### src/rtl/frog_move_ctrl.sv
// Frog move controller: synchronizes and debounces four active-low buttons, then issues one move per press.
// Latency: a press first sampled at edge k gives move_valid after edge k+DEBOUNCE_CYCLES+2; move_dir is held until move_ready.
// Backpressure: stays in ISSUE until move_ready. Presses while busy are dropped unless FROG_MOVE_QUEUE_EN adds a 1-entry pending slot.
module frog_move_ctrl #(
  parameter int DEBOUNCE_CYCLES = 4,
  parameter int COOLDOWN_CYCLES = 8
) (
  input  logic       clk,
  input  logic       reset,
  input  logic       up,
  input  logic       down,
  input  logic       left,
  input  logic       right,
  output logic       move_valid,
  output logic [1:0] move_dir,
  input  logic       move_ready,
  output logic       busy
);

  localparam logic [7:0] DEB_LAST = 8'(DEBOUNCE_CYCLES - 1);
  localparam logic [7:0] CD_LOAD  = 8'(COOLDOWN_CYCLES);

  typedef enum logic [1:0] {IDLE, ISSUE, COOLDOWN} state_t;

  logic [3:0] btn;
  logic [3:0] sync1, sync2, deb, press_q;
  logic [7:0] cnt [4];

  state_t     state, state_n;
  logic [1:0] dir_q, dir_n;
  logic [7:0] cd_cnt, cd_n;
  logic       ev;
  logic [1:0] ev_dir;

  // bit index equals the direction code: up=0, down=1, left=2, right=3
  assign btn = {right, left, down, up};

  always_ff @(posedge clk) begin
    if (reset) begin
      sync1   <= 4'hF;
      sync2   <= 4'hF;
      deb     <= 4'hF;
      press_q <= 4'h0;
      for (int i = 0; i < 4; i++) cnt[i] <= 8'd0;
    end else begin
      sync1   <= btn;
      sync2   <= sync1;
      press_q <= 4'h0;
      for (int i = 0; i < 4; i++) begin
        if (sync2[i] != deb[i]) begin
          if (cnt[i] == DEB_LAST) begin
            deb[i]     <= sync2[i];
            cnt[i]     <= 8'd0;
            // only a released->pressed change is an event
            press_q[i] <= deb[i];
          end else begin
            cnt[i] <= cnt[i] + 8'd1;
          end
        end else begin
          cnt[i] <= 8'd0;
        end
      end
    end
  end

  always_comb begin
    ev     = 1'b1;
    ev_dir = 2'd0;
    if (press_q[0])      ev_dir = 2'd0;
    else if (press_q[1]) ev_dir = 2'd1;
    else if (press_q[2]) ev_dir = 2'd2;
    else if (press_q[3]) ev_dir = 2'd3;
    else                 ev     = 1'b0;
  end

`ifdef FROG_MOVE_QUEUE_EN
  logic       pend_vld;
  logic [1:0] pend_dir;

  always_ff @(posedge clk) begin
    if (reset) begin
      pend_vld <= 1'b0;
      pend_dir <= 2'd0;
    end else if (state != IDLE && ev) begin
      pend_vld <= 1'b1;
      pend_dir <= ev_dir;
    end else if (state == IDLE && pend_vld) begin
      pend_vld <= 1'b0;
    end
  end
`endif

  always_ff @(posedge clk) begin
    if (reset) begin
      state  <= IDLE;
      dir_q  <= 2'd0;
      cd_cnt <= 8'd0;
    end else begin
      state  <= state_n;
      dir_q  <= dir_n;
      cd_cnt <= cd_n;
    end
  end

  always_comb begin
    state_n    = state;
    dir_n      = dir_q;
    cd_n       = cd_cnt;
    move_valid = 1'b0;
    case (state)
      IDLE: begin
`ifdef FROG_MOVE_QUEUE_EN
        if (pend_vld) begin
          dir_n   = pend_dir;
          state_n = ISSUE;
        end else
`endif
        if (ev) begin
          dir_n   = ev_dir;
          state_n = ISSUE;
        end
      end
      ISSUE: begin
        move_valid = 1'b1;
        if (move_ready) begin
          if (COOLDOWN_CYCLES == 0) begin
            state_n = IDLE;
          end else begin
            state_n = COOLDOWN;
            cd_n    = CD_LOAD;
          end
        end
      end
      COOLDOWN: begin
        // counts CD_LOAD down to 0; the zero cycle is the return-to-IDLE cycle
        if (cd_cnt == 8'd0) state_n = IDLE;
        else                cd_n    = cd_cnt - 8'd1;
      end
      default: state_n = IDLE;
    endcase
  end

  assign move_dir = dir_q;
  assign busy     = (state != IDLE);

endmodule

### config.mk
export PLATFORM = sky130hd
export DESIGN_NAME = frog_move_ctrl
export DESIGN_NICKNAME = d
export VERILOG_FILES = /design/src/rtl/frog_move_ctrl.sv
export SDC_FILE = /design/constraint.sdc
export NUM_CORES = 1
export LEC_CHECK = 0
export CORE_UTILIZATION = 55
export CTS_CLUSTER_DIAMETER = 120
export DETAILED_ROUTE_END_ITERATION = 8
export HOLD_SLACK_MARGIN = 0.1
export PLACE_DENSITY = 0.81
export SLEW_MARGIN = 10
export SYNTH_ARGS = -nofsm -noshare
export SYNTH_HDL_FRONTEND = slang
export SYNTH_SLANG_ARGS = --single-unit
### constraint.sdc
create_clock -name clk -period 2.15 [get_ports clk]
set_input_delay 0.645 -clock clk [delete_from_list [all_inputs] [get_ports clk]]
set_output_delay 0.645 -clock clk [all_outputs]
set_load 0.03 [all_outputs]
# Word level (Yosys, flattened, before mapping)

Memory sizes are Yosys's and may differ from the RTL's.
Cells that the tools add are included.

Register bits: 28
Bits in latches: 0
Bits in writable memories: 32
Bits in read-only memories: 0
Input bits: 7
Output and inout bits: 4
Word-level logic and storage cells: 142
Memories kept: 1

Add/subtract/negate cells: 5
Multiply operators: 0
Div/mod/pow operators: 0
$lt $le $gt $ge: 0
Eq/ne operators: 14
Shift-type cells: 0
Muxes and demuxes: 74
Bitwise gates (word level): 20
Reduce and logical (&&, ||, !) cells: 15

Memories:

| name | words | width | read ports | clocked after Yosys merged registers in | write ports | line | RTL |
|---|---|---|---|---|---|---|---|
| cnt  | 4     | 8     | 4          | 0                                       | 4           | 27   | `logic [7:0] cnt [4];` |

Operator list:

| operator              | number |
|---|---|
| $mux W8               | 14 |
| $mux W1               | 51 |
| $add A8 B1 Y8 const B | 4 |
| $eq A8 B2 Y1 const B  | 4 |
| $pmux W8 S2           | 1 |
| $mux W2               | 7 |
| $or A1 B1 Y1          | 12 |
| $reduce_or A3 Y1      | 4 |
| $reduce_and A2 Y1     | 5 |
| $logic_not A8 Y1      | 1 |
| $ne A2 B2 Y1 const B  | 4 |
| $not A1 Y1            | 8 |
| $sub A8 B1 Y8 const B | 1 |
| $pmux W2 S3           | 1 |
| $reduce_and A3 Y1     | 2 |
| $ne A1 B1 Y1          | 4 |
| $reduce_bool A2 Y1    | 2 |
| $eq A2 B1 Y1 const B  | 1 |
| $eq A2 B2 Y1 const B  | 1 |
| $logic_not A2 Y1      | 1 |

# Longest topological paths before layout

Gate-level depths: netlist (run 1).

Depth in word-level cells: 8
Gate-level depth with buffers: 6
Depth with buffers taken out: 6

# Worst setup path after synthesis (run 1)

OpenSTA, ideal clock, no wires.

Path kind: register to register
Start: mem cnt[2][0]
End: mem cnt[2][2], data pin
Arrival: 1.555 ns
Data required time: 1.896 ns
Setup slack: 0.340 ns
Cell stages (with the launch flop): 7
Cell sequence: edfxtp_1 ha_1 or4b_4 nor4_4 or3_1 buf_4 nor2_1

RTL lines:

| element            | line |
|---|---|
| start: declaration | 27 |

# Worst setup path in the final report (run 1)

Start: reg dir_q[1], in the netlist move_dir[1]
End: out move_dir[1]

RTL lines:

| element                  | line | RTL |
|---|---|---|
| start: declaration       | 30   | `logic [1:0] dir_q, dir_n;` |
| start signal: assignment | 100  | `dir_q <= dir_n;` |
| end: declaration         | 15   | `output logic [1:0] move_dir,` |

No word-level cell between the ends.

==> metrics list, run 1 <==
- Status: complete, no violations
* Detail-routed via count per cell: approximately 5
* Kind of cell adding the most delay to the critical path: buffers and inverters
* Detailed-route via count: between 1.5k and 2k
- Area added between synthesis and finish: 16.2%
* Std cell rows: 25
- Synth cell types: 42
* Number of enable flip-flop cells after synthesis: 32
* Overall Power: ~2.3 mW
* Most common cell after layout, fill and taps aside: sky130_fd_sc_hd__nor2_1
- IO Pins: 11
* Depth of the worst hold-timing path: 1
- Most frequent cells in the layout: sky130_fd_sc_hd__nor2_1 (47), sky130_fd_sc_hd__edfxtp_1 (32), sky130_fd_sc_hd__conb_1 (32)
- Number of endpoints with negative hold slack in the final report: 0
* Clock skew: 0.00995 ns
- Combined buffer and inverter count along the critical path: 1
- Clock-pin transition on the worst setup and hold timing paths: about 0.070 ns
- Fraction of the yosys area taken by sequential cells: 0.535
- Setup slack on the worst flop-to-flop path: 0.21 ns
- STA puts the critical path data required time at approximately 1.5 ns.
- In this run the critical register-to-register path is captured at cnt[2][6]$_SDFFCE_PP0P_.
* Areal power density over the cells: 685 nW/um2
- Initial antenna violation count: 0
- The region available for standard cell placement spans 4850 um2.
- Number of synthesis warnings: 0
- For this design the static power due to leakage is about 1.3 nW.
- Depth of the most critical reg-to-reg path: 5
- TritonCTS built the clock tree.
- Top cell type by total area after synthesis: sky130_fd_sc_hd__edfxtp_1
- For this configuration, the core starts out at a cell density of 0.586.
- Full die area: 5460 um2
* Min Clock Period, post-route: 2.02 ns
- Async set-reset flop share out of synthesis: 0
* Diode insertion count for antenna repair: 0
- Global-route wire length before repair: roughly 7700 um
- Maximum clock frequency: about 0.5 GHz
* Number of global-route vias before repair: about 1.8k
- Number of design-rule violations left by the first detailed-router iteration: 110
* Layout fillers: between 300 and 400
- The worst hold path begins at sync1[3]$_SDFF_PP1_.
- After detailed routing, the number of remaining DRC violations is 0.
- In the final layout, the share of cells above drive strength 1 is 0.105.
- The cell count after synthesis came out at 269.
* Largest cells by area after synthesis: sky130_fd_sc_hd__edfxtp_1 (34%), sky130_fd_sc_hd__dfxtp_1 (20%), sky130_fd_sc_hd__nor2_1 (6.2%), sky130_fd_sc_hd__xor2_1 (4.9%), sky130_fd_sc_hd__xnor2_1 (4.0%)
* Final hold slack: a little over 0.4 ns
- Crit-path slowest cell: sky130_fd_sc_hd__clkdlybuf4s50_1
- IR analysis of the VDD net gives a maximum drop of slightly below 0.0006 V.
* Startpoint Class: register
- Routed Wire Length: 4410 um
- Setup violations remaining at the end of the flow were counted as 0.
- The startpoint identified for the worst register-to-register timing path is cnt[2][1]$_SDFFCE_PP0P_.
- Port buffering added 10 buffers.
- Dividing the synthesized area by the synthesized cell count gives 10.6 um2.
* Final Net Count: roughly 330
- In this design, the stage delay of the slowest critical-path cell is between 0.6 and 0.7 ns.
- In this run, CTS created clock tree buffers numbering 9.
- In the finished design, the share of the clock period the worst path needs comes to 0.938.
- The critical path is of the register to output pin type.
* Post-detailed-route wirelength per cell: ~11 um
* Leftover overflow at the end of global routing: 0
* Number of buffers inserted by hold repair at cts: 0
* Arrival time of the worst setup path: ~1.4 ns
* GRT Util Overall: 0.195
* Unrepaired setup endpoints after global routing: false
* Most used flip-flop cell after synthesis: sky130_fd_sc_hd__edfxtp_1
- The tree is rooted in a sky130_fd_sc_hd__clkbuf_8.
* Cells along the critical path: clkdlybuf4s50_1
- The H-tree generated during clock tree synthesis spans 3 levels.
- The worst hold path terminates at sync2[3]$_SDFF_PP1_.
- In this run the horizontal extent of the chip is approximately 74 um.
- Pin count of the biggest net entering global routing: 20
- Along the worst path, the maximum fanout reaches 2.
* Register bit total from synthesis: 60
- STA classifies the critical path endpoint as an output pin.
- The synthesized netlist occupies a cell area of 2840 um2.
- Detail Placement HPWL: ~3100 um
* Number of clock sinks seen by CTS: 60
- Hold/Removal Path Class: register to register
* Placer's final routability congestion estimate: 0.808
- Clock insertion delay at the later pin of the skew report: roughly 0.34 ns
- The count of pins over their slew limit is 0.
- The first detailed-routing pass ran for 4 iterations.
- Max-capacitance violation count: 0
- The longest clock path from root to sink contains 2 buffers.
* Vertical die dimension: approximately 74 um
- Number of antenna-violating nets in the routed design: 0
- Area share of the largest cell type after synthesis: 0.338
* Final setup TNS: 0 ns
==> cell type report <==
class,instances,area [um2],area share
clock buffers,14,163,0.0492
clock inverters,2,10.0,0.00303
inverters,11,41.3,0.0125
multi-input cells,223,1360,0.410
flip-flops and latches,60,1520,0.461
well taps,67,83.8,0.0254
repair buffers,13,129,0.0390
==> metal layers <==
metal	wire length, um	track usage
met2	1980	0.293
met1	2180	0.246
met5	0	0
met3	203	0.0823
met4	50	0.0833
==> power by group <==
part | total, mW | internal, mW | switching (mW) | leakage, nW
Combinational | 0.101 | 0.0500 | 0.0509 | 0.658
Sequential | 1.28 | 1.24 | 0.0332 | 0.558
Clock | 0.888 | 0.478 | 0.409 | 0.0905
==> cells by family (layout without fill, tap and decap cells) <==
kind of cell    count (synthesis)  count (layout)  synth area share
fa+ha+maj                       6               6            0.0264
other cells                     1              32           0.00132
flops                          60              60             0.535
buf+inv                        17              40            0.0304
mux                             3               3            0.0106
simple gates                  129             129             0.250
xor+xnor                       29              29            0.0894
compound gates                 24              24            0.0564
==> timing repair <==
item	4_1_cts	5_1_grt
endpoints found under the hold margin	0	0
gates resized for setup	2	3
endpoints found under the setup margin	2	7
buffers inserted	0	0
cloned	0	0
==> metrics by stage <==
stage | utilization | setup WS [ns] | area, um2 | instances
5_1_grt | 0.681 | 0.0520 | 3300 | 390
2_1_floorplan | - | 0.340 | 2960 | 300
4_1_cts | 0.681 | 0.0473 | 3300 | 390
3_5_place_dp | 0.646 | 0.0858 | 3130 | 374
6_report | 0.681 | 0.133 | 3300 | 390
3_3_place_gp | 0.646 | 0.132 | 3130 | 374
==> state kept, by name (all words and copies together) (netlist names) <==
signal    cells
move_dir      2
deb           4
sync1         4
sync2         4
press_q       4
state         2
cnt          32
cd_cnt        8
==> how the worst max path moves through the flow <==
| stage | start | end | slack, ns | cells after the start |
|---|---|---|---|---|
| final | move_dir[1]$_SDFFE_PP0P_ | move_dir[1] | 0.13 | 1 |
| after global routing | state[0]$_SDFFE_PP0P_ | move_valid | 0.05 | 2 |
| after CTS | state[1]$_SDFFE_PP0P_ | busy | 0.05 | 3 |
| after detailed placement | reset | cnt[1][1]$_SDFFCE_PP0P_ | 0.09 | 3 |
| after global placement | reset | cnt[1][6]$_SDFFCE_PP0P_ | 0.13 | 3 |
| after floorplan | cnt[2][0]$_SDFFCE_PP0P_ | cnt[2][2]$_SDFFCE_PP0P_ | 0.34 | 6 |
==> Yosys cell counts, types with 2 or more instances <==
cell type,number
sky130_fd_sc_hd__nor4_1,2
sky130_fd_sc_hd__edfxtp_1,32
sky130_fd_sc_hd__a211o_1,4
sky130_fd_sc_hd__nand2_1,10
sky130_fd_sc_hd__dfxtp_1,28
sky130_fd_sc_hd__nor4b_1,2
sky130_fd_sc_hd__inv_1,11
sky130_fd_sc_hd__nor2_1,47
sky130_fd_sc_hd__o211ai_1,3
sky130_fd_sc_hd__nand3_1,20
sky130_fd_sc_hd__clkbuf_1,2
sky130_fd_sc_hd__nor4_4,3
sky130_fd_sc_hd__ha_1,6
sky130_fd_sc_hd__a21oi_1,10
sky130_fd_sc_hd__or2_2,9
sky130_fd_sc_hd__nor2b_1,4
sky130_fd_sc_hd__o31ai_1,2
sky130_fd_sc_hd__nor3_1,4
sky130_fd_sc_hd__or4b_4,2
sky130_fd_sc_hd__mux2i_1,3
sky130_fd_sc_hd__xor2_1,16
sky130_fd_sc_hd__xnor2_1,13
sky130_fd_sc_hd__and3_1,11
sky130_fd_sc_hd__or3_1,6
sky130_fd_sc_hd__or4_1,2
Note: power is estimated with default switching activity, not from simulation.
==> run 2, diff against run 1 <==
- CTS_BUF_LIST: not set -> sky130_fd_sc_hd__clkbuf_8
==> run 2 against run 1 <==
Critical path depth is the same. Core utilization is the same. Worst hold slack is essentially flat. Clock skew grew 0.0015 ns. Non-clock buffer count is the same. Worst setup slack gained 0.0026 ns. Largest cell class unchanged. Sequential power is essentially flat.
==> metrics list, run 2 (same netlist as run 1, synthesis figures left out) <==
* Most common cell after layout, fill and taps aside: sky130_fd_sc_hd__nor2_1
- Post-route setup slack: approximately 0.14 ns
- The register with the most flip-flops in the final layout is cnt.
- Max Fanout on Critical Path: 2
- In the final routing, the length of wire on met1 measures about 2200 um.
- The worst-case IR drop observed on VDD is 0.000586 V.
- Leaving out fill and tap cells, the most frequent cells in the layout are sky130_fd_sc_hd__nor2_1 (47), sky130_fd_sc_hd__edfxtp_1 (32), sky130_fd_sc_hd__conb_1 (32).
- For this design the total switching power over the nets is between 0.4 and 0.5 mW.
- The worst setup path is of the register to output pin kind.
- At the worst endpoint, the required time is approximately 1.5 ns.
* Placer's final routability congestion estimate: about 0.81
* Die Span X: ~74 um
* Clock skew: 0.0114 ns
- Detailed-route via count: 1,950
* Leakage: 1.32 nW
* Post-detailed-route wirelength per cell: ~11 um
- Nature of the critical path endpoint: output pin
- Kind of cell adding the most delay to the critical path: buffers and inverters
- Of the total power, the share spent switching nets is 0.220.
- Global-route wire length before repair: 7720 um
- Wire length on met3: 199 um
- Entering global routing, the biggest net connects 20 pins.
- Combined buffer and inverter count along the critical path: 1
- Of the total power, the clock network draws 0.388.
* Utilization after layout: 0.681
- Sequential Power Share: 0.567
- Number of global-route vias before repair: between 1.5k and 2k
- Number of port buffers: 10
- Arrival time of the worst setup path: about 1.4 ns
- Full die area: between 5000 and 6000 um2
- Of the available clock period, the critical path in the final layout requires 0.937.
- In this run the register-to-register setup slack is roughly 0.21 ns.
* Count of final setup violators: 0
* Leftover overflow at the end of global routing: 0
* Remaining routing DRC violations: 0
- Hold timing on the final database bottoms out at a slack of around 0.4 ns.
* Internal power summed over all cells: roughly 1.8 mW
- Setup repair bufs after CTS: 0
* Number of endpoints with negative hold slack in the final report: 0
- Max FFs per register: 32
- Initial DRT Pass Iterations: 5
- Met2 Routed Length: around 2000 um
- After layout, the minimum clock period comes to 2.01 ns.
* Uppermost routed layer: met4
- Dividing the detail-routed via count by the number of cells gives 5.00.
* Startpoint Class: register
- Maximum clock frequency: approximately 0.50 GHz
- For this design, the slowest cell found on the critical path is sky130_fd_sc_hd__clkdlybuf4s50_1.
- Starting density of the core: 0.586
* Post-CTS resize count: 2
* Status: complete, no violations
- Of the cells placed in the final design, the portion with a size suffix greater than 1 is 0.105.
- Final Net Count: roughly 330
- Clock latency on the worst-skew pair, taken at its later pin, is about 0.34 ns.
- IO Pins: 11
- Total power for the finished layout comes to roughly 2.3 mW.
- Launch point of the worst path: move_dir[1]$_SDFFE_PP0P_
* Crit path to: move_dir[1]
* Worst reg2reg path endpoint: cnt[2][6]$_SDFFCE_PP0P_
* CTS tree: done
* Area added between synthesis and finish: 16.2%
- Across the run, the number of max-cap violations was 0.
- Before CTS, the worst setup slack after placement is between 0.08 and 0.09 ns.
- The final layout contains routed wiring with a total length of ~4400 um.
* Hold/Removal Path Class: register to register
* Diode insertion count for antenna repair: 0
- The count of pins over their slew limit was 0.
- In this run, CTS created clock tree buffers numbering 9.
- In this run the vertical extent of the chip is roughly 74 um.
- Summed over all nets, the half-perimeter wirelength after detailed placement is 3100 um.
* Number of clock sinks seen by CTS: 60
- Number of buffers inserted by hold repair at cts: 0
- In the global route stage, overall resource usage came out at 0.195.
- Reg-to-Reg Start: cnt[2][1]$_SDFFCE_PP0P_
* Number of design-rule violations left by the first detailed-router iteration: 111
* Clock root cell: sky130_fd_sc_hd__clkbuf_8
* Initial antenna violation count: 0
- After routing, the total negative slack on setup checks comes to 0 ns.
- The count of nets left with antenna violations once routing finished came out at 0.
* Clock-pin transition on the worst setup and hold timing paths: approximately 0.060 ns
- The largest registers in the layout are cnt: 32 flops, cd_cnt: 8 flops.
- Maximum buffer depth of the clock tree: 2
- The share of total power dissipated in combinational logic is 0.045.
* Delay of the slowest critical-path stage: 0.69 ns
* Cells along the critical path: clkdlybuf4s50_1
- In this run the number of cells on the critical path is 1.
* Std cell rows: 25
* Deepest level of the CTS H-tree: 3
- Areal power density over the cells: 681 nW/um2
* Placeable Area: a little under 5000 um2
- The worst register-to-register path has a depth of 5.
- Unrepaired setup endpoints after global routing: false
-- run 2: how the worst min path moves through the flow --
stage,slack (ns),endpoint,start,cells past startpoint
after floorplan,0.39,sync2[0]$_SDFF_PP1_,sync1[0]$_SDFF_PP1_,1
after global placement,0.39,sync2[2]$_SDFF_PP1_,sync1[2]$_SDFF_PP1_,1
after detailed placement,0.39,sync2[3]$_SDFF_PP1_,sync1[3]$_SDFF_PP1_,1
after CTS,0.41,sync2[3]$_SDFF_PP1_,sync1[3]$_SDFF_PP1_,1
after global routing,0.41,sync2[3]$_SDFF_PP1_,sync1[3]$_SDFF_PP1_,1
final,0.41,sync2[3]$_SDFF_PP1_,sync1[3]$_SDFF_PP1_,1
-- run 2: per-stage QoR --
step                area [um2]  std cells
global route              3300        390
global placement          3130        374
CTS                       3300        390
detailed placement        3130        374
finish                    3300        390
floorplan                 2960        300
-- run 2: cell type report --
cell class                 instances  area (um2)
multi-input combinational        223        1360
fill                             375        1550
sequential                        60        1520
clock inverter                     5        21.3
timing repair buffer              13         129
tap                               67        83.8
clock buffer                      11         151
inverter                          11        41.3
-- run 2: per-layer routing --
metal / vias to the layer above / global-route usage
met5: - / 0
met4: 0 / 0.0833
met3: 5 / 0.0823
met2: 27 / 0.293
met1: 900 / 0.246
li1: 1018 / -
-- run 2: power by group through the flow --
stage | clock, mW | combinational [mW] | sequential (mW)
after floorplan | 0 | 0.0732 | 1.29
after global placement | 0 | 0.0969 | 1.30
after detailed placement | 0 | 0.0981 | 1.30
after CTS | 0.897 | 0.0995 | 1.27
after global routing | 0.945 | 0.115 | 1.28
final | 0.874 | 0.101 | 1.28
==> run 3, diff against run 2 <==
- ABC_AREA: not set -> 1
- PLACE_DENSITY: 0.81 -> not set
- PLACE_DENSITY_LB_ADDON: not set -> 0.15
==> run 3 against run 2 <==
Register-to-register slack improved by 0.44 ns. Critical path type unchanged. Largest cell class unchanged. First-iteration DRC count is 4.5% lower. Count of clock-buffer cells in the layout rose by 1. Routed wire length rose by 4.4%. Worst hold slack gained 0.0030 ns. Flip-flop and latch count unchanged. Global-route usage fell by 0.65 points.
==> metrics list, run 3 <==
- Dividing the synthesized area by the synthesized cell count gives ~8.6 um2.
- Placed Area: around 3200 um2
* Areal power density over the cells: approximately 660 nW/um2
* Vertical die dimension: ~75 um
- Startpoint Class: register
* Worst vdd rail ir drop: roughly 0.00045 V
- After layout, the minimum clock period comes to slightly below 2 ns.
- Number of clock sinks seen by CTS: 60
- Among all stages on the critical path, the largest delay is contributed by sky130_fd_sc_hd__clkdlybuf4s50_1.
- By area the synthesized netlist is led by sky130_fd_sc_hd__edfxtp_1 (33%), sky130_fd_sc_hd__dfxtp_1 (19%), sky130_fd_sc_hd__nor2_1 (8.2%), sky130_fd_sc_hd__nand2_1 (7.3%), sky130_fd_sc_hd__inv_1 (5.2%).
* Internal power summed over all cells: approximately 1.8 mW
* Detail Placement HPWL: between 3000 and 4000 um
- The synthesized design spends more area on one cell type than any other, namely sky130_fd_sc_hd__edfxtp_1.
- Unrepaired setup endpoints after global routing: false
- The mapped netlist covers between 2000 and 3000 um2.
- Async set-reset flop share out of synthesis: 0
* Share of the synthesized area in compound gates (AO/OA/AOI/OAI): 0.0589
- Max-cap violations in this run came to 0.
* CTS tree: done
- Placer's final routability congestion estimate: 0.792
* Largest regs: cnt: 32 flops, cd_cnt: 8 flops
* Maximum clock frequency: slightly above 0.5 GHz
- Buffers inserted to repair hold after CTS numbered 0.
- GRT Util Overall: 0.188
* Number of antenna-violating nets in the routed design: 0
* Hold/Removal Path Class: register to register
* Register bit total from synthesis: 60
- The share of synthesized area in the top cell type comes to 0.328.
- Final Instance Area: roughly 3400 um2
* Remaining routing DRC violations: 0
* Required time at the worst-slack endpoint: approximately 1.5 ns
- Counting both buffers and inverters, the worst setup path holds a total of 1.
* Status: complete, no violations
- Count of final setup violators: 0
- Grouping stages by cell kind, the critical path spends the most delay in buffers and inverters.
* Post-synthesis simple-gate area fraction: 0.283
- Clock skew on the completed layout was measured at ~0.0061 ns.
- Detailed-route via count: around 2.2k
* Switching power of the nets: roughly 0.5 mW
- Nature of the critical path endpoint: output pin
- Final setup TNS: 0 ns
- Before CTS, the worst setup slack after placement is 0.135 ns.
- The repair_antennas step left the layout with diodes totalling 0.
- Routed Wire Length: between 4000 and 5000 um
- Post-synthesis mux area share: 0
* Number of endpoints with negative hold slack in the final report: 0
- Final Net Count: roughly 410
* Register ranked first by flip-flop count: cnt
- The core region is around 5000 um2.
* Maximum buffer depth of the clock tree: 2
* Clock-pin transition on the worst setup and hold timing paths: ~0.06 ns
* Number of enable flip-flop cells after synthesis: 32
* Post-route setup slack: about 0.18 ns
* Leakage: ~1.5 nW
* Delay of the slowest critical-path stage: 0.67 ns
- Area added between synthesis and finish: 16.6%
- Data on the critical path arrives at its endpoint at approximately 1.3 ns.
* Clock root cell: sky130_fd_sc_hd__clkbuf_8
- Classification of the worst setup path: register to output pin
- Max Fanout on Critical Path: 2
- Entering global routing, the biggest net connects 21 pins.
- Row generation in the floorplan step produced 26 rows.
- Combinational family with the most area after synthesis: simple AND/OR/NAND/NOR gates
* Multi-input gate area: between 1000 and 1500 um2
- Leftover overflow at the end of global routing: 0
* Share of total power consumed by net switching: 0.215
* Count of final max-slew check failures: 0
* Initial DRT Pass Iterations: 4
- Max FFs per register: 32
- The die is approximately 75 um wide.
- Counting distinct cell types in the post-synthesis netlist gives 32.
* Most frequent cells in the layout: sky130_fd_sc_hd__nor2_1 (64), sky130_fd_sc_hd__nand2_1 (57), sky130_fd_sc_hd__inv_1 (43)
- The first global-routing pass estimated roughly 7900 um of wire.
- Counting every instance in the synthesized netlist gives about 340.
- Dividing the final minimum period by the clock period gives 0.915.
- Number of global-route vias before repair: between 1.5k and 2k
- In the routed layout, each cell is associated on average with a via count of about 4.6.
- Portion of total power attributed to combinational logic: 0.042
- Buffers inserted during clock tree synthesis total 9.
* Fraction of final layout cells with drive strength greater than 1: 0.113
- Sorting the synthesized cells by how often they occur yields sky130_fd_sc_hd__nor2_1 (64), sky130_fd_sc_hd__nand2_1 (57), sky130_fd_sc_hd__inv_1 (41).
* Starting density of the core: 0.574
* Cells along the critical path: clkdlybuf4s50_1
- Deepest level of the CTS H-tree: 3
* Dominant cell by count in the synthesized netlist: sky130_fd_sc_hd__nor2_1
* Post-Synth XOR/XNOR Area: 0.0508
- In this run the tool buffered the top-level ports with 10 buffer cells.
- The number of antenna violations at the first check in global routing came to 0.
* Number of design-rule violations left by the first detailed-router iteration: roughly 110
* Most common cell after layout, fill and taps aside: sky130_fd_sc_hd__nor2_1
* Sequential Power Share: 0.558
- Counting the fill cells in the layout gives 438.
* Post-detailed-route wirelength per cell: just under 10 um
- The share of total power dissipated in the clock network is 0.400.
- Most used flip-flop cell after synthesis: sky130_fd_sc_hd__edfxtp_1
- Pin placement for this block handled 11 I/O pins.
- FF+latch area: 1520 um2
- The Yosys step of the flow raised 0 warnings.
- Clock insertion delay at the later pin of the skew report: approximately 0.33 ns
- For this run, the register share of the synthesized area comes to 0.519.
- Full die area: ~5600 um2
- Of the total synthesized cell area, the portion taken by full adders, half adders and majority gates is 0.0256.
==> run 3: changes by cell type after synthesis, moves of 6 or more <==
cell,before,now
sky130_fd_sc_hd__inv_1,11,41
sky130_fd_sc_hd__and3_1,11,1
sky130_fd_sc_hd__nor2_1,47,64
sky130_fd_sc_hd__xnor2_1,13,3
sky130_fd_sc_hd__o21ai_0,1,10
sky130_fd_sc_hd__nand2_1,10,57
sky130_fd_sc_hd__a21oi_1,10,16
==> run 3: kinds of logic after synthesis <==
logic type / after synthesis
other: 1
AO/OA/AOI/OAI: 31
XOR/XNOR: 17
adder cells (fa/ha/maj): 6
flip-flops: 60
AND/OR/NAND/NOR: 180
buffers and inverters: 46
==> run 3: area by class of cell <==
type | count | share of cell area
Sequential cell | 60 | 0.445
Multi-Input combinational cell | 266 | 0.394
Clock buffer | 12 | 0.0483
Inverter | 43 | 0.0472
Timing Repair Buffer | 13 | 0.0352
Tap cell | 70 | 0.0256
Clock inverter | 4 | 0.00476
==> run 3: worst reg2reg max path, stage by stage, from the launching register on <==
cell and delay [ns]:
sky130_fd_sc_hd__edfxtp_1 0.37, sky130_fd_sc_hd__ha_1 0.23, sky130_fd_sc_hd__nand2_1 0.07, sky130_fd_sc_hd__nor2_1 0.24, sky130_fd_sc_hd__nor3_2 0.09, sky130_fd_sc_hd__inv_1 0.18, sky130_fd_sc_hd__nor2_1 0.08
==> run 3: worst paths after layout <==
| check | startpoint | to | slack (ns) | cells past startpoint |
|---|---|---|---|---|
| worst min register to register | sync1[3]$_SDFF_PP1_ | sync2[3]$_SDFF_PP1_ | 0.41 | 1 |
| worst max-delay path | move_dir[0]$_SDFFE_PP0P_ | move_dir[0] | 0.18 | 1 |
| worst max register to register | cnt[2][0]$_SDFFCE_PP0P_ | cnt[2][7]$_SDFFCE_PP0P_ | 0.65 | 6 |
| worst min-delay path | sync1[3]$_SDFF_PP1_ | sync2[3]$_SDFF_PP1_ | 0.41 | 1 |
==> run 3: per-layer routing <==
layer / vias up / global-route usage / routed length [um]
met1: 956 / 0.236 / 2220
met5: - / 0 / 0
met4: 0 / 0.107 / 69
met2: 33 / 0.303 / 2180
met3: 8 / 0.0402 / 129
li1: 1169 / - / -
==> run 3: per-stage QoR <==
step | utilization | power [mW] | hold slack (ns) | instances
after floorplan | - | 1.35 | 0.389 | 372
final | 0.669 | 2.27 | 0.410 | 468
after CTS | 0.669 | 2.29 | 0.410 | 468
after global routing | 0.669 | 2.35 | 0.424 | 468
after global placement | 0.634 | 1.38 | 0.391 | 452
after detailed placement | 0.634 | 1.38 | 0.396 | 452
==> run 3: timing repair <==
item	in CTS	in global routing
resized for setup	2	0
setup endpoints to repair	2	0
buffers inserted	0	0
==> run 3: power groups by stage <==
| stage | clock network (mW) | logic (mW) | registers [mW] |
|---|---|---|---|
| 2_1_floorplan | 0 | 0.0696 | 1.28 |
| 3_3_place_gp | 0 | 0.0923 | 1.29 |
| 3_5_place_dp | 0 | 0.0942 | 1.29 |
| 4_1_cts | 0.927 | 0.0951 | 1.26 |
| 5_1_grt | 0.969 | 0.113 | 1.27 |
| 6_report | 0.907 | 0.0955 | 1.26 |
==> RTL edit 1: new RTL, config.mk and constraints of run 1 <==
Re-encode `state_t` (3 states) as one-hot, 3 bits wide.
--- a/src/rtl/frog_move_ctrl.sv
+++ b/src/rtl/frog_move_ctrl.sv
@@ -20,7 +20,7 @@
   localparam logic [7:0] DEB_LAST = 8'(DEBOUNCE_CYCLES - 1);
   localparam logic [7:0] CD_LOAD  = 8'(COOLDOWN_CYCLES);
 
-  typedef enum logic [1:0] {IDLE, ISSUE, COOLDOWN} state_t;
+  typedef enum logic [2:0] {IDLE = 3'b001, ISSUE = 3'b010, COOLDOWN = 3'b100} state_t;
 
   logic [3:0] btn;
   logic [3:0] sync1, sync2, deb, press_q;
Behaviour: same outputs for any inputs over 10 cycles, from zero or initial values and one cycle with reset high; not proved beyond that.
==> RTL edit 1 against run 1 <==
Combinational power decreased by 9.6%. Global-route usage decreased by 0.96 points. Total power decreased by 1.6%. Worst hold slack got worse by 0.00065 ns. Synthesized cell count decreased by 1.1%. Critical path depth increased by 2. Sequential cell count increased by 1. Setup slack improved by 0.0027 ns. Sequential share of layout area increased by 1.1 points. Wire length decreased by 0.34%. Design area decreased by 0.95%. Count of clock-buffer cells in the layout unchanged. Area after synthesis decreased by 2.3%. Largest power group unchanged.
==> RTL edit 1: results (changes against run 1) <==
routed via count -> 1,969 (was 1,951)
sequential share of the synthesized area -> 55.5% (was 53.5%)
initial detailed-routing violation count -> 95 (was 110)
Via-to-Cell Ratio -> 5.02 (was 5.00)
# nets final -> 333 (was 331)
input/output buffers -> 10 (unchanged)
clock slew at reported path FFs -> 0.06 ns
most frequent cells after synthesis -> nor2_1, edfxtp_1, dfxtp_1 (unchanged)
placed insts -> 376 (was 374)
mux contribution to synthesized area -> 0% (was 1.06%)
Max Root-Sink Buffers -> 2 (unchanged)
H-tree depth -> 3 (unchanged)
first-pass GRT wire length -> 7410 um (was 7720 um)
Worst path slowest cell -> dfxtp_1 (was clkdlybuf4s50_1)
Peak VDD IR -> 0.000507 V (was 0.000587 V)
Worst path max stage delay -> 0.36 ns (was 0.69 ns)
leakage -> 0.00127 uW (was 0.00131 uW)
crit-path max FO -> 3 (was 2)
asr flop ratio synth -> 0% (unchanged)
Compound-Gate Fraction of Synth Area -> 5.68% (was 5.64%)
leading post-synthesis cells by cell area -> edfxtp_1, dfxtp_1, nor2_1, xor2_1, nand3_1 (was edfxtp_1, dfxtp_1, nor2_1, xor2_1, xnor2_1)
GP Congestion -> 0.808 (about the same)
syn_area_per_cell -> 10.4 um^2 (was 10.6 um^2)
largest net degree at the start of global routing -> 12 (was 20)
WHS -> 0.406 ns (was 0.407 ns)
xor-xnor portion of the synthesized cell area -> 10.1% (was 8.94%)
wire length per cell -> 11.2 um (was 11.3 um)
vias in the first global route -> 1,763 (was 1,811)
Post-Synth Adder-Cell Area -> 2.70% (was 2.64%)
HP Class -> flip-flop to flip-flop (unchanged)
layout cell share with drive strength beyond 1 -> 11.1% (was 10.5%)
status -> finished clean (unchanged)
P_int -> 1750 uW (was 1770 uW)
GRT Total Usage -> 18.5% (was 19.5%)
Final HPWL DP -> 3180 um (was 3100 um)
pre-CTS setup slack -> 0.0872 ns (was 0.0858 ns)
Clk Latency, worst-skew pair -> 0.33 ns
CP delay by family, top -> buffers and inverters (unchanged)
worst path arrival time -> 1.37 ns (about the same)
Fin Clk Skew -> 0.00833 ns (was 0.00995 ns)
synth unique cells -> 41 (was 42)
top flop regs -> cnt (32), cd_cnt (8) (unchanged)
Post-synth EDFFs -> 32 (unchanged)
Period Utilization, post-route -> 93.7% (was 93.8%)
FF-to-FF setup slack -> 0.21 ns (about the same)
==> RTL edit 1: cell count changes after synthesis, sizes merged, moves of 2 or more <==
cell,change
o21ai,+2
mux2i,-3
buf,-2
nand2b,+2
or3,-5
o211ai,-2
a21oi,-5
nor3b,+2
xor2,+4
nor2b,-2
and3,-2
nand3,+4
nor2,+4
==> RTL edit 1: what timing repair did <==
action                     in CTS  in global routing
setup endpoints to repair       2                  3
gates resized for setup         2                  4
hold buffers                    0                  0
==> RTL edit 1: power by group through the flow <==
stage	combinational, uW	clock (uW)	sequential (uW)
6_report	91.3	845	1290
5_1_grt	105	916	1300
4_1_cts	89.7	867	1290
3_5_place_dp	88.9	0	1320
3_3_place_gp	87.8	0	1320
2_1_floorplan	65.3	0	1310
==> RTL edit 1: cell families after synthesis <==
logic type	count (synthesis)
compound gates	22
flops	61
simple gates	130
fa+ha+maj	6
xor+xnor	32
buf+inv	14
other cells	1
==> RTL edit 1: stage by stage <==
| stage | utilization [%] | instance area (um^2) |
|---|---|---|
| 4_1_cts | 68.2 | 3270 |
| 3_5_place_dp | 64.9 | 3110 |
| 6_report | 68.4 | 3270 |
| 3_3_place_gp | 64.9 | 3110 |
| 5_1_grt | 68.4 | 3270 |
| 2_1_floorplan | - | 2890 |
==> RTL edit 1: final cells by class <==
type / count / area, um^2
clock buffer: 14 / 153
clock inverter: 2 / 10.0
tap: 67 / 83.8
fill: 376 / 1510
multi-input combinational: 222 / 1310
timing repair buffer: 16 / 139
sequential: 61 / 1540
inverter: 10 / 37.5
==> RTL edit 1: worst paths after layout <==
| check | from | to | depth (start not counted) |
|---|---|---|---|
| worst max register to register | cnt[3][0]$_SDFFCE_PP0P_ | deb[3]$_SDFFE_PP1P_ | 6 |
| worst min register to register | sync1[0]$_SDFF_PP1_ | sync2[0]$_SDFF_PP1_ | 1 |
| worst max-delay path | state[0]$_SDFFE_PP1P_ | busy | 3 |
| worst min-delay path | sync1[0]$_SDFF_PP1_ | sync2[0]$_SDFF_PP1_ | 1 |
==> RTL edit 1: per-layer routing <==
metal  part of all wire [%]  wire (um)  vias to the layer above  global-route usage [%]
li1                       -          -                     1006                       -
met1                     48       2100                      917                    23.5
met5                      0          0                        -                       0
met4                    2.2         97                        0                    11.3
met2                     47       2060                       34                    28.5
met3                    3.2        140                       12                    4.70
==> RTL edit 2: new RTL, settings of run 1 <==
Made on the original files. Build with the macro `FROG_MOVE_QUEUE_EN` defined.
--- a/src/rtl/frog_move_ctrl.sv
+++ b/src/rtl/frog_move_ctrl.sv
@@ -1,6 +1,8 @@
 // Frog move controller: synchronizes and debounces four active-low buttons, then issues one move per press.
 // Latency: a press first sampled at edge k gives move_valid after edge k+DEBOUNCE_CYCLES+2; move_dir is held until move_ready.
 // Backpressure: stays in ISSUE until move_ready. Presses while busy are dropped unless FROG_MOVE_QUEUE_EN adds a 1-entry pending slot.
+`define FROG_MOVE_QUEUE_EN
+
 module frog_move_ctrl #(
   parameter int DEBOUNCE_CYCLES = 4,
   parameter int COOLDOWN_CYCLES = 8
Behaviour: no difference found for any inputs over 10 cycles, from zero or initial values and one cycle with reset high; that may be too few to reach the edited logic, so the function may still have changed.
==> RTL edit 2 against run 1 <==
Setup slack improved by 0.0080 ns. Sequential share of layout area decreased by 0.53 points. Total power up 14%. Area after synthesis is 2.1% higher. Via count up 6.6%. Sequential cell count up 3. Wire length up 7.1%. Design area grew 5.2%. Final cell count up 4.6%. Critical endpoint is now move_valid. Largest cell class unchanged.
==> RTL edit 2: results (changes against run 1) <==
first-pass GRT wire length -> 7960 um (was 7720 um)
Non-clock buffering overhead -> 4.90% (was 3.90%)
FF-to-FF setup slack -> 0.17 ns (was 0.21 ns)
crit-path max FO -> 5 (was 2)
Clock power frac -> 44.9% (was 39.2%)
P_int -> 2020 uW (was 1770 uW)
Worst path slowest cell -> dlygate4sd2_1 (was clkdlybuf4s50_1)
Peak VDD IR -> 0.000407 V (was 0.000587 V)
leading post-synthesis cells by cell area -> edfxtp_1, dfxtp_1, nor2_1, xor2_1, nand3_1 (was edfxtp_1, dfxtp_1, nor2_1, xor2_1, xnor2_1)
wire length per cell -> 11.6 um (was 11.3 um)
Post-Synth Adder-Cell Area -> 2.59% (was 2.64%)
status -> finished clean (unchanged)
mux contribution to synthesized area -> 3.10% (was 1.06%)
Pwr Density -> 744 mW/mm^2 (was 685 mW/mm^2)
GRT Total Usage -> 19.2% (was 19.5%)
leakage -> 0.00136 uW (was 0.00131 uW)
final core utilization -> 68.0% (was 68.1%)
Seq pwr share -> 51.2% (was 56.3%)
Synth Instances -> 280 (was 269)
Final HPWL DP -> 3250 um (was 3100 um)
layout cell share with drive strength beyond 1 -> 11.5% (was 10.5%)
placed insts -> 392 (was 374)
pre-CTS setup slack -> 0.0500 ns (was 0.0858 ns)
Fin Clk Skew -> 0.0106 ns (was 0.00995 ns)
sequential share of the synthesized area -> 54.5% (was 53.5%)
number of multi-input logic gates -> 230 (was 223)
RTL edit 2: final timing paths:
check,start,endpoint,cells after the start
worst max register to register,cnt[3][0]$_SDFFCE_PP0P_,cnt[3][4]$_SDFFCE_PP0P_,5
worst max-delay path,state[0]$_SDFFE_PP0P_,move_valid,2
worst min register to register,sync1[0]$_SDFF_PP1_,sync2[0]$_SDFF_PP1_,1
worst min-delay path,sync1[0]$_SDFF_PP1_,sync2[0]$_SDFF_PP1_,1
RTL edit 2: worst reg2reg max path, stage by stage (launching register included):
cell      delay (ns)
edfxtp_1        0.39
ha_1            0.21
or4b_1          0.45
nor4_1          0.35
or3_4           0.27
nor2_1          0.06
RTL edit 2: layer usage:
metal  up-vias  global-route usage (%)  wire [um]
li1       1056                       -          -
met1       967                    24.8       2290
met2        50                    28.6       2160
met3         7                    5.22        205
met4         0                    11.7         68
met5         -                       0          0
RTL edit 2: repair_timing:
action	CTS	global route
resized for setup	2	3
gates cloned	0	0
pin swaps	0	0
endpoints found under the setup margin	2	24
